**config.mk**
```make
export PLATFORM = sky130hd
export DESIGN_NAME = vga_pixel_feeder
export DESIGN_NICKNAME = d
export VERILOG_FILES = /design/src/rtl/vga_pkg.sv /design/src/rtl/pixel_fifo.sv /design/src/rtl/vga_pixel_feeder.sv
export SDC_FILE = /design/constraint.sdc
export NUM_CORES = 1
export LEC_CHECK = 0
export BUFFER_PORTS_ARGS = -buffer_cell sky130_fd_sc_hd__buf_2
export CORE_MARGIN = 2
export CORE_UTILIZATION = 45
export CTS_CLUSTER_SIZE = 25
export DETAILED_ROUTE_END_ITERATION = 8
export HOLD_SLACK_MARGIN = 0.08
export SLEW_MARGIN = 20
export SYNTH_ARGS = -nofsm -noshare
export SYNTH_HDL_FRONTEND = slang
export SYNTH_HIERARCHICAL = 1
export SYNTH_SLANG_ARGS = --single-unit
```
**constraint.sdc**
```tcl
create_clock -name VGA_CLK -period 4.92 [get_ports VGA_CLK]
set_clock_uncertainty 0.15 [all_clocks]
set_input_delay 0.492 -clock VGA_CLK [delete_from_list [all_inputs] [get_ports VGA_CLK]]
set_output_delay 0.492 -clock VGA_CLK [all_outputs]
set_load 0.01 [all_outputs]
```
**src/rtl/vga_pkg.sv**
```systemverilog
// Shared types and frame geometry for the VGA pixel path.
package vga_pkg;

  localparam int H_ACTIVE     = 640;
  localparam int V_ACTIVE     = 480;
  localparam int FRAME_PIXELS = H_ACTIVE * V_ACTIVE;

  typedef struct packed {
    logic [7:0] r;
    logic [7:0] g;
    logic [7:0] b;
  } rgb_t;

  typedef enum logic [1:0] {
    ST_IDLE,
    ST_REQ,
    ST_RECV,
    ST_DISCARD
  } feeder_state_t;

endpackage

```
**src/rtl/pixel_fifo.sv**
```systemverilog
// Synchronous pixel FIFO with flush; the head entry is always visible on rd_data_o.
module pixel_fifo
  import vga_pkg::*;
#(
  parameter int DEPTH = 32
) (
  input  logic                  clk_i,
  input  logic                  rst_ni,
  input  logic                  push_i,
  input  rgb_t                  wr_data_i,
  input  logic                  pop_i,
  input  logic                  flush_i,
  output rgb_t                  rd_data_o,
  output logic [$clog2(DEPTH):0] level_o,
  output logic                  empty_o
);

  localparam int AW = $clog2(DEPTH);

  rgb_t          mem_q [DEPTH];
  logic [AW-1:0] wr_ptr_q;
  logic [AW-1:0] rd_ptr_q;
  logic [AW:0]   count_q;
  logic          do_push;
  logic          do_pop;

  // Flush dominates: a beat arriving in the flush cycle belongs to the old frame.
  assign do_push = push_i && !flush_i;
  assign do_pop  = pop_i && !flush_i && (count_q != '0);

  always_ff @(posedge clk_i) begin
    if (do_push) begin
      mem_q[wr_ptr_q] <= wr_data_i;
    end
  end

  always_ff @(posedge clk_i or negedge rst_ni) begin
    if (!rst_ni) begin
      wr_ptr_q <= '0;
      rd_ptr_q <= '0;
      count_q  <= '0;
    end else if (flush_i) begin
      wr_ptr_q <= '0;
      rd_ptr_q <= '0;
      count_q  <= '0;
    end else begin
      if (do_push) wr_ptr_q <= wr_ptr_q + AW'(1);
      if (do_pop)  rd_ptr_q <= rd_ptr_q + AW'(1);
      case ({do_push, do_pop})
        2'b10:   count_q <= count_q + (AW+1)'(1);
        2'b01:   count_q <= count_q - (AW+1)'(1);
        default: count_q <= count_q;
      endcase
    end
  end

  assign rd_data_o = mem_q[rd_ptr_q];
  assign level_o   = count_q;
  assign empty_o   = (count_q == '0);

endmodule

```
**src/rtl/vga_pixel_feeder.sv**
```systemverilog
// Burst prefetcher feeding vga_control: fills pixel_fifo from memory and pops
// one pixel per REQUEST_DATA into a registered RGB output.
module vga_pixel_feeder
  import vga_pkg::*;
#(
  parameter int          DEPTH        = 32,
  parameter int          BURST        = 8,
  parameter int          FRAME_PIXELS = vga_pkg::FRAME_PIXELS,
  parameter int          ADDR_W       = 19,
  parameter int unsigned BASE_ADDR    = 0,
  parameter logic [23:0] FILL_COLOR   = 24'hFF00FF
) (
  input  logic                      VGA_CLK,
  input  logic                      RESET_N,
  input  logic                      FRAME_START,
  input  logic                      REQUEST_DATA,
  output logic [7:0]                VGA_R_IN,
  output logic [7:0]                VGA_G_IN,
  output logic [7:0]                VGA_B_IN,
  output logic                      MEM_RD_REQ,
  output logic [ADDR_W-1:0]         MEM_RD_ADDR,
  input  logic                      MEM_RD_ACK,
  input  logic                      MEM_RD_VALID,
  input  logic [23:0]               MEM_RD_DATA,
  output logic                      UNDERFLOW,
  output logic [$clog2(DEPTH):0]    LEVEL
);

  localparam int LW  = $clog2(DEPTH) + 1;
  localparam int BW  = $clog2(BURST) + 1;
  localparam int AW1 = ADDR_W + 1;
  // One extra address bit so a frame ending exactly at 2^ADDR_W does not wrap.
  localparam logic [AW1-1:0] BASE_FULL = AW1'(BASE_ADDR);
  localparam logic [AW1-1:0] END_FULL  = AW1'(BASE_ADDR + FRAME_PIXELS);

  feeder_state_t  state_q, state_d;
  logic [AW1-1:0] addr_q, addr_d;
  logic [BW-1:0]  beat_q, beat_d;
  logic           pend_q, pend_d;
  rgb_t           rgb_q, rgb_d;
  logic           underflow_q, underflow_d;

  logic           push;
  logic           pop;
  rgb_t           head;
  logic           empty;
  logic [LW-1:0]  level;
  logic           space_ok;
  logic           addr_ok;
  logic           last_beat;

  pixel_fifo #(
    .DEPTH (DEPTH)
  ) u_fifo (
    .clk_i     (VGA_CLK),
    .rst_ni    (RESET_N),
    .push_i    (push),
    .wr_data_i (rgb_t'(MEM_RD_DATA)),
    .pop_i     (pop),
    .flush_i   (FRAME_START),
    .rd_data_o (head),
    .level_o   (level),
    .empty_o   (empty)
  );

  assign space_ok  = (level <= LW'(DEPTH - BURST));
  assign addr_ok   = (addr_q < END_FULL);
  assign last_beat = (beat_q == BW'(BURST - 1));

  always_comb begin
    state_d = state_q;
    addr_d  = addr_q;
    beat_d  = beat_q;
    pend_d  = pend_q;
    push    = 1'b0;
    case (state_q)
      ST_IDLE: begin
        if (FRAME_START) begin
          addr_d = BASE_FULL;
        end else if (space_ok && addr_ok) begin
          state_d = ST_REQ;
        end
      end
      ST_REQ: begin
        // A restart during the handshake is remembered; the burst still has to drain.
        if (FRAME_START) pend_d = 1'b1;
        if (MEM_RD_ACK) begin
          beat_d  = '0;
          pend_d  = 1'b0;
          state_d = (FRAME_START || pend_q) ? ST_DISCARD : ST_RECV;
        end
      end
      ST_RECV: begin
        if (MEM_RD_VALID) begin
          push   = !FRAME_START;
          beat_d = beat_q + BW'(1);
        end
        if (MEM_RD_VALID && last_beat) begin
          state_d = ST_IDLE;
          addr_d  = FRAME_START ? BASE_FULL : addr_q + AW1'(BURST);
        end else if (FRAME_START) begin
          state_d = ST_DISCARD;
        end
      end
      ST_DISCARD: begin
        if (MEM_RD_VALID) begin
          beat_d = beat_q + BW'(1);
          if (last_beat) begin
            state_d = ST_IDLE;
            addr_d  = BASE_FULL;
          end
        end
      end
      default: state_d = ST_IDLE;
    endcase
  end

  always_comb begin
    rgb_d       = rgb_q;
    underflow_d = underflow_q;
    pop         = 1'b0;
    if (FRAME_START) begin
      underflow_d = 1'b0;
      if (REQUEST_DATA) rgb_d = rgb_t'(FILL_COLOR);
    end else if (REQUEST_DATA) begin
      if (!empty) begin
        rgb_d = head;
        pop   = 1'b1;
      end else begin
        rgb_d       = rgb_t'(FILL_COLOR);
        underflow_d = 1'b1;
      end
    end
  end

  always_ff @(posedge VGA_CLK or negedge RESET_N) begin
    if (!RESET_N) begin
      state_q     <= ST_IDLE;
      addr_q      <= BASE_FULL;
      beat_q      <= '0;
      pend_q      <= 1'b0;
      rgb_q       <= '0;
      underflow_q <= 1'b0;
    end else begin
      state_q     <= state_d;
      addr_q      <= addr_d;
      beat_q      <= beat_d;
      pend_q      <= pend_d;
      rgb_q       <= rgb_d;
      underflow_q <= underflow_d;
    end
  end

  assign VGA_R_IN    = rgb_q.r;
  assign VGA_G_IN    = rgb_q.g;
  assign VGA_B_IN    = rgb_q.b;
  assign MEM_RD_REQ  = (state_q == ST_REQ);
  assign MEM_RD_ADDR = addr_q[ADDR_W-1:0];
  assign UNDERFLOW   = underflow_q;
  assign LEVEL       = level;

endmodule

```
==> flow_summary_export.csv, run 1 <==
group,metric,value,unit
status,outcome,"finished clean",
power,p_leak,11.5,nW
place,portBuffers,77,
cells_and_area,final_nets,1776,
floorplan,die_width,274,um
synthesis,netlist_instances,1635,
clocking,clkSinkCount,833,
synthesis,synth-main-ff-cell,"edfxtp_1",
power,vdd_drop_max,0.000252,V
drt,routedWlPerCell,30.0,um
drt,ant_nets,0,
sta,post-route-period-util,79.2,%
synthesis,synthAdderAreaFrac,0.480,%
synthesis,synth_compound_area_share,4.57,%
place,dp_hpwl,49800,um
worst_setup_path,crit_arrival,3.99,ns
clocking,clock_latency,0.65,ns
synthesis,synth_top_family_by_area,"multiplexers",
floorplan,rows,99,
cells_and_area,final_layout_size_suffix_gt1_share,26.7,%
synthesis,synth_largest_area_cell,"edfxtp_1",
floorplan,io_pins,81,
worst_setup_path,path_max_fanout,24,
hold_path,hold_path.class,"input port to asynchronous set/reset pin",
sta,period_needed,3.90,ns
synthesis,synth-simple-area-share,2.87,%
clocking,cts_made_buffers,85,
clocking,hold_buffers,3,
grt,grt-ovfl-total,0,
place,place.gp.congestion,0.804,
sta,max_slew_margin,29.2,%
floorplan,fp.coreArea,72600,um2
drt,drt_wl_total,82800,um
floorplan,die_y,274,um
synthesis,synth_async_sr_flop_share,7.80,%
clocking,htree_num_levels,3,
synthesis,ys_seq_area_share,75.2,%
floorplan,initial_core_util,45.2,%
synthesis,yosys-top-cells-area,"edfxtp_1 70%, mux4_2 9.6%, dfrtp_1 5.0%, mux2_2 1.7%, o22ai_1 1.5%",
sta,maxSlewViolCount,0,
drt,drc,0,
drt,vias,16600,
grt,grt_pass1_wl,118000,um
clocking,clock_path_buffers,3,
drt,first_iter_violations,1619,
synthesis,synthDistinctLibCells,69,
sta,fin_tns_setup,0,ns
sta,tightest_slew,1.06,ns
drt,first_pass_iters,5,
synthesis,synth.top_cell.area_share,70.2,%
grt,grt_start_max_net_pins,95,
worst_setup_path,cp-end-kind,"flop",
worst_setup_path,startpoint_type,"flop",
sta,setup_viol,0,
floorplan,die_area,75200,um2
grt,grt_pass1_vias,16400,
cells_and_area,syn_to_final_growth,13.0,%
drt,vias_per_cell,6.00,
clocking,post_cts_buffers,0,
power,powerDensity,397,nW/um2
synthesis,yosys_register_bits,833,
synthesis,synthMuxAreaShare,14.1,%
synthesis,synthXorXnorAreaFrac,0.370,%
worst_setup_path,cp.required,5.02,ns
sta,fmax,0.257,GHz
synthesis,syn_area,32800,um2
clocking,cts_root_buf,"clkbuf_16",
synthesis,synth-edff-count,768,
clocking,postCtsResizedCells,0,
sta,hold_violations,0,
synthesis,ys.warnings.count,6,
power,totalPowerFinal,0.0147,W
cells_and_area,antenna_cells,0,
clocking,cts_tree,"built",
sta,rsz0062_at_grt,"false",
worst_setup_path,crit_type,"flop to flop",
grt,grt_usage,22.3,%
synthesis,syn_avg_cell_area,20.1,um2
job,drv_cap,0,
clocking,path_clk_slew,0.06,ns
grt,antenna_found_initial,3,
==> sequential cells by signal (all words and copies together) (netlist names), 4 cells and up <==
signal	flops
u_fifo/level_o	6
beat_q	4
u_fifo/mem_q	768
VGA_R_IN	8
VGA_G_IN	8
u_fifo/rd_ptr_q	5
addr_q	17
u_fifo/wr_ptr_q	5
VGA_B_IN	8
==> power breakdown <==
part / total (W) / internal, W / switching [W]
sequential: 0.00786 / 0.00780 / 0.0000680
clock: 0.00643 / 0.00374 / 0.00269
combinational: 0.000450 / 0.000131 / 0.000319
total: 0.0147 / 0.0117 / 0.00308
==> worst paths after layout <==
check                      cells after the start   startpoint  slack, ns                    to
max                                            6   state_q[0]       1.02  u_fifo/mem_q[26][23]
min                                            2      RESET_N       0.15     u_fifo/level_o[3]
max reg2reg                                    6   state_q[0]       1.02  u_fifo/mem_q[26][23]
min reg2reg                                    2    UNDERFLOW       0.35             UNDERFLOW
max in group asynchronous                      3      RESET_N       3.84           VGA_B_IN[5]
min in group VGA_CLK                           4  FRAME_START       0.16            addr_q[14]
==> cell usage after synthesis (6+ instances only) <==
master and instances:
a221oi_1 8, buf_2 29, a21oi_1 20, nor2_1 62, buf_6 13, buf_4 37
nor3_1 26, xor2_1 7, nand3_1 11, dfrtp_1 65, a221oi_2 11, edfxtp_1 768
or3_1 6, clkbuf_1 23, o21ai_0 24, mux4_1 14, mux2_1 8, o22a_1 21
nor2b_1 9, nand2_1 32, nand4_1 6, or4_1 6, mux4_2 140, inv_1 15
o31ai_1 7, ha_1 11, a211oi_1 6, mux2i_1 46, mux2_2 50, o22ai_1 81
==> routing by layer <==
layer,wire length (um),global-route usage [%],up-vias
met1,34800,31.2,8842
li1,-,-,6975
met3,6540,5.15,123
met4,2620,8.14,2
met2,38800,34.3,619
met5,9,0,-
==> critical path, stage by stage, from the launching register on <==
cell,delay (ns)
dfrtp_1,0.44
nor2_1,0.44
and3_1,0.54
inv_1,0.16
nor2_1,0.36
nand2_1,0.56
nor2_4,0.83
==> cell usage in the layout, fill, tap and decap left out, types with 15 or more instances in the layout <==
master	Yosys	layout
a21oi_1	20	20
buf_2	29	76
buf_4	37	34
clkbuf_1	23	17
clkbuf_16	0	86
clkinv_1	1	18
dfrtp_1	65	61
edfxtp_1	768	768
inv_1	15	15
mux2_2	50	50
mux2i_1	46	46
mux4_2	140	140
nand2_1	32	32
nor2_1	62	30
nor2_4	0	28
nor3_1	26	26
o21ai_0	24	24
o22a_1	21	21
o22ai_1	81	81
==> stage by stage <==
stage / cell area (um2) / worst slack [ns] / util [%] / std cells / hold WS, ns
final: 37100 / 1.02 / 51.1 / 2761 / 0.154
after global routing: 37100 / 0.849 / 51.1 / 2761 / 0.179
after CTS: 37100 / 1.10 / 51.1 / 2760 / 0.130
after detailed placement: 34300 / 0.965 / 47.2 / 2602 / 0.338
after global placement: 34300 / 1.08 / 47.2 / 2602 / 0.332
after floorplan: 32800 / 1.32 / - / 1637 / 0.0464
==> area by class of cell <==
cell class                      instances  area [um2]
Tap cell                              959        1200
Clock buffer                          109        2300
Inverter                               16        60.1
Clock inverter                         46         492
Multi-Input combinational cell        680        7590
Fill cell                            5814       35500
Timing Repair Buffer                  118         773
Sequential cell                       833       24700
==> cells by family (layout without fill, tap and decap cells) <==
group	count (synthesis)	count (layout)
xor gates and xnor gates	13	13
other	1	3
AOI/OAI and AO/OA	208	208
muxes	258	258
adders and majority gates	12	12
and+or+nand+nor	186	186
DFF	833	833
buffers and inverters	124	289
Note: power is estimated with default switching activity, not from simulation.
==> inputs of run 2 (changes only) <==
--- a/config.mk
+++ b/config.mk
@@ -5,6 +5,7 @@
 export SDC_FILE = /design/constraint.sdc
 export NUM_CORES = 1
 export LEC_CHECK = 0
+export ABC_AREA = 1
 export BUFFER_PORTS_ARGS = -buffer_cell sky130_fd_sc_hd__buf_2
 export CORE_MARGIN = 2
 export CORE_UTILIZATION = 45
==> constraint.sdc (replaced) <==
create_clock -name VGA_CLK -period 3.4 [get_ports VGA_CLK]
set_clock_uncertainty 0.15 [all_clocks]
set_input_delay 0.34 -clock VGA_CLK [delete_from_list [all_inputs] [get_ports VGA_CLK]]
set_output_delay 0.34 -clock VGA_CLK [all_outputs]
set_load 0.01 [all_outputs]
==> flow_summary_export.csv, run 2 <==
group,metric,value,unit
drt,ant_nets,0,
synthesis,syn_avg_cell_area,10.3,um2
grt,grt_start_max_net_pins,120,
place,portBuffers,77,
cells_and_area,layout_common_cells,"1,291 x nand2_1, 768 x edfxtp_1, 368 x nor2_1, 289 x inv_1, 251 x nand3_1",
worst_setup_path,crit_path_start,"state_q[1]",
synthesis,netlist_instances,3499,
job,drv_cap,0,
power,p_comb_share,3.5,%
power,netSwitchingFraction,21.2,%
floorplan,initial_core_util,45.2,%
power,p_int,0.0173,W
cells_and_area,final_nets,3654,
cells_and_area,fill_cells,7107,
cells_and_area,stdcell_area,41200,um2
worst_setup_path,cp.required,3.59,ns
sta,fmax,0.336,GHz
worst_setup_path,path_common_cell,"nand2_1",
drt,first_iter_violations,2498,
sta,final.setup.worst_slack,0.427,ns
clocking,post_cts_buffers,0,
sta,tightest_slew,0.906,ns
power,p_leak,16.8,nW
synthesis,yosys-top-cells-area,"edfxtp_1 64%, nand2_1 13%, dfrtp_1 4.5%, nor2_1 4.1%, nand3_1 3.5%",
sta,maxSlewViolCount,0,
drt,first_pass_iters,5,
sta,period_needed,2.97,ns
grt,grt_pass1_wl,146000,um
clocking,cts_made_buffers,91,
floorplan,die_width,288,um
place,place_ws,0.485,ns
synthesis,syn_area,36200,um2
cells_and_area,seqCellArea,24700,um2
worst_setup_path,crit_arrival,3.16,ns
synthesis,synth.top_cell.area_share,63.7,%
cells_and_area,layout_commonest_cell,"nand2_1",
hold_path,min_from,"MEM_RD_DATA[5]",
drt,routedWlPerCell,20.7,um
synthesis,yosys_register_bits,833,
hold_path,hold_path.class,"input port to flop",
floorplan,fp.coreArea,80000,um2
clocking,cts_tree,"built",
worst_setup_path,path_max_fanout,24,
synthesis,synth-main-ff-cell,"edfxtp_1",
worst_setup_path,r2r-start,"state_q[1]",
worst_setup_path,cp-end-kind,"flop",
worst_setup_path,crit_path_max_incr_delay,0.41,ns
floorplan,io_pins,81,
synthesis,synthDistinctLibCells,43,
cells_and_area,final_layout_size_suffix_gt1_share,10.4,%
floorplan,die_area,82700,um2
cells_and_area,syn_to_final_growth,13.8,%
clocking,postCtsResizedCells,0,
clocking,htree_num_levels,3,
clocking,hold_buffers,8,
sta,max_slew_margin,39.6,%
place,post_dp_cell_area,38100,um2
cells_and_area,multi_input_area,9370,um2
drt,drt_wl_total,98500,um
worst_setup_path,crit_type,"flop to flop",
cells_and_area,largest_reg_flops,768,
synthesis,ys.warnings.count,6,
sta,setup_viol,0,
sta,post-route-period-util,87.4,%
drt,vias_per_cell,5.19,
grt,grt_usage,23.8,%
synthesis,synth_common_cells,"1,291 x nand2_1, 768 x edfxtp_1, 400 x nor2_1",
cells_and_area,max_flop_register,"u_fifo/mem_q",
sta,hold_violations,0,
clocking,clock_path_buffers,3,
grt,grt_pass1_vias,23000,
worst_setup_path,startpoint_type,"flop",
status,outcome,"finished clean",
power,p_sw,0.00464,W
power,powerDensity,532,nW/um2
drt,vias,24700,
grt,antenna_found_initial,5,
clocking,cts_root_buf,"clkbuf_16",
worst_setup_path,critical-path-slowest-cell,"dfrtp_1",
cells_and_area,top_regs,"u_fifo/mem_q x768, addr_q x17",
synthesis,synth_async_sr_flop_share,7.80,%
grt,grt-ovfl-total,0,
power,vdd_drop_max,0.000371,V
power,seqPwrFrac,51.7,%
place,place.gp.congestion,0.826,
synthesis,synth_largest_area_cell,"edfxtp_1",
synthesis,yosys.cell_count.top_type,"nand2_1",
synthesis,synth-edff-count,768,
clocking,path_clk_slew,0.06,ns
floorplan,die_y,288,um
sta,rsz0062_at_grt,"false",
drt,drc,0,
worst_setup_path,crit_chain,"inv_1 > nor2_1 > nand2_1 > nor2_1 > buf_4 > nand2_1 > inv_1 > nand2_1 > buf_4 > nor2_4 > buf_12",
floorplan,rows,104,
power,p_clk_share,44.8,%
place,dp_hpwl,57900,um
clocking,clock_latency,0.66,ns
synthesis,ys_seq_area_share,68.2,%
clocking,clkSinkCount,833,
sta,fin_tns_setup,0,ns
-- run 2: cell types whose count changed in the layout (fill, tap and decap cells not counted), moves of 55 or more --
cell     delta
inv_1     +274
mux4_2    -140
nand2_1  +1259
nand3_1   +240
nor2_1    +338
o21ai_0    +55
o22ai_1    -80
-- run 2: area by class of cell --
type / instances / area share [%]
antenna: 4 / 0.0243
clock buffer: 121 / 6.00
clock inverter: 49 / 1.22
inverter: 299 / 2.78
multi-input combinational: 2187 / 22.7
sequential: 833 / 59.9
tap: 1060 / 3.22
timing repair buffer: 200 / 4.08
-- run 2: cells by family after synthesis --
kind of cell	count (synthesis)	synth area share, %
AOI/OAI and AO/OA	181	2.83
xor gates and xnor gates	4	0.0968
adders and majority gates	12	0.436
buffers and inverters	481	6.61
DFF	833	68.2
other	1	0.0104
and+or+nand+nor	1987	21.8
-- run 2: through the flow --
stage / hold slack, ns / std cells / power (W) / utilization (%)
6_report: 0.114 / 4753 / 0.0219 / 51.5
5_1_grt: 0.119 / 4750 / 0.0225 / 51.5
4_1_cts: 0.0969 / 4749 / 0.0220 / 51.5
3_5_place_dp: 0.333 / 4571 / 0.0123 / 47.7
3_3_place_gp: 0.329 / 4571 / 0.0123 / 47.7
2_1_floorplan: -0.106 / 3501 / 0.0119 / -
-- run 2: worst paths after layout --
kind	end	slack, ns	cells after the start
worst max-delay path	u_fifo/mem_q[6][5]	0.43	11
worst min-delay path	u_fifo/mem_q[13][5]	0.11	1
worst max register to register	u_fifo/mem_q[6][5]	0.43	11
worst min register to register	VGA_B_IN[5]	0.34	1
max in group asynchronous	u_fifo/level_o[3]	2.17	3
min in group asynchronous	addr_q[19]	0.19	2
-- run 2: routing by layer --
| layer | vias up | wire (um) | GRT usage (%) |
|---|---|---|---|
| li1 | 11700 | - | - |
| met1 | 12000 | 43500 | 34.4 |
| met2 | 881 | 45300 | 37.3 |
| met3 | 154 | 7270 | 4.07 |
| met4 | 0 | 2420 | 6.72 |
| met5 | - | 0 | 0 |
-- run 2: critical path, delay by kind of cell (launching register included) --
family / cells / cell delay [ns]
DFF: 1 / 0.41
and+or+nand+nor: 6 / 1.11
buffers and inverters: 5 / 0.93
-- run 2: power by group through the flow --
| stage | logic (W) | clock network (W) | registers [W] |
|---|---|---|---|
| floorplan | 0.000355 | 0 | 0.0115 |
| global placement | 0.000729 | 0 | 0.0115 |
| detailed placement | 0.000737 | 0 | 0.0115 |
| CTS | 0.000771 | 0.00995 | 0.0113 |
| global route | 0.000845 | 0.0104 | 0.0113 |
| finish | 0.000763 | 0.00982 | 0.0113 |
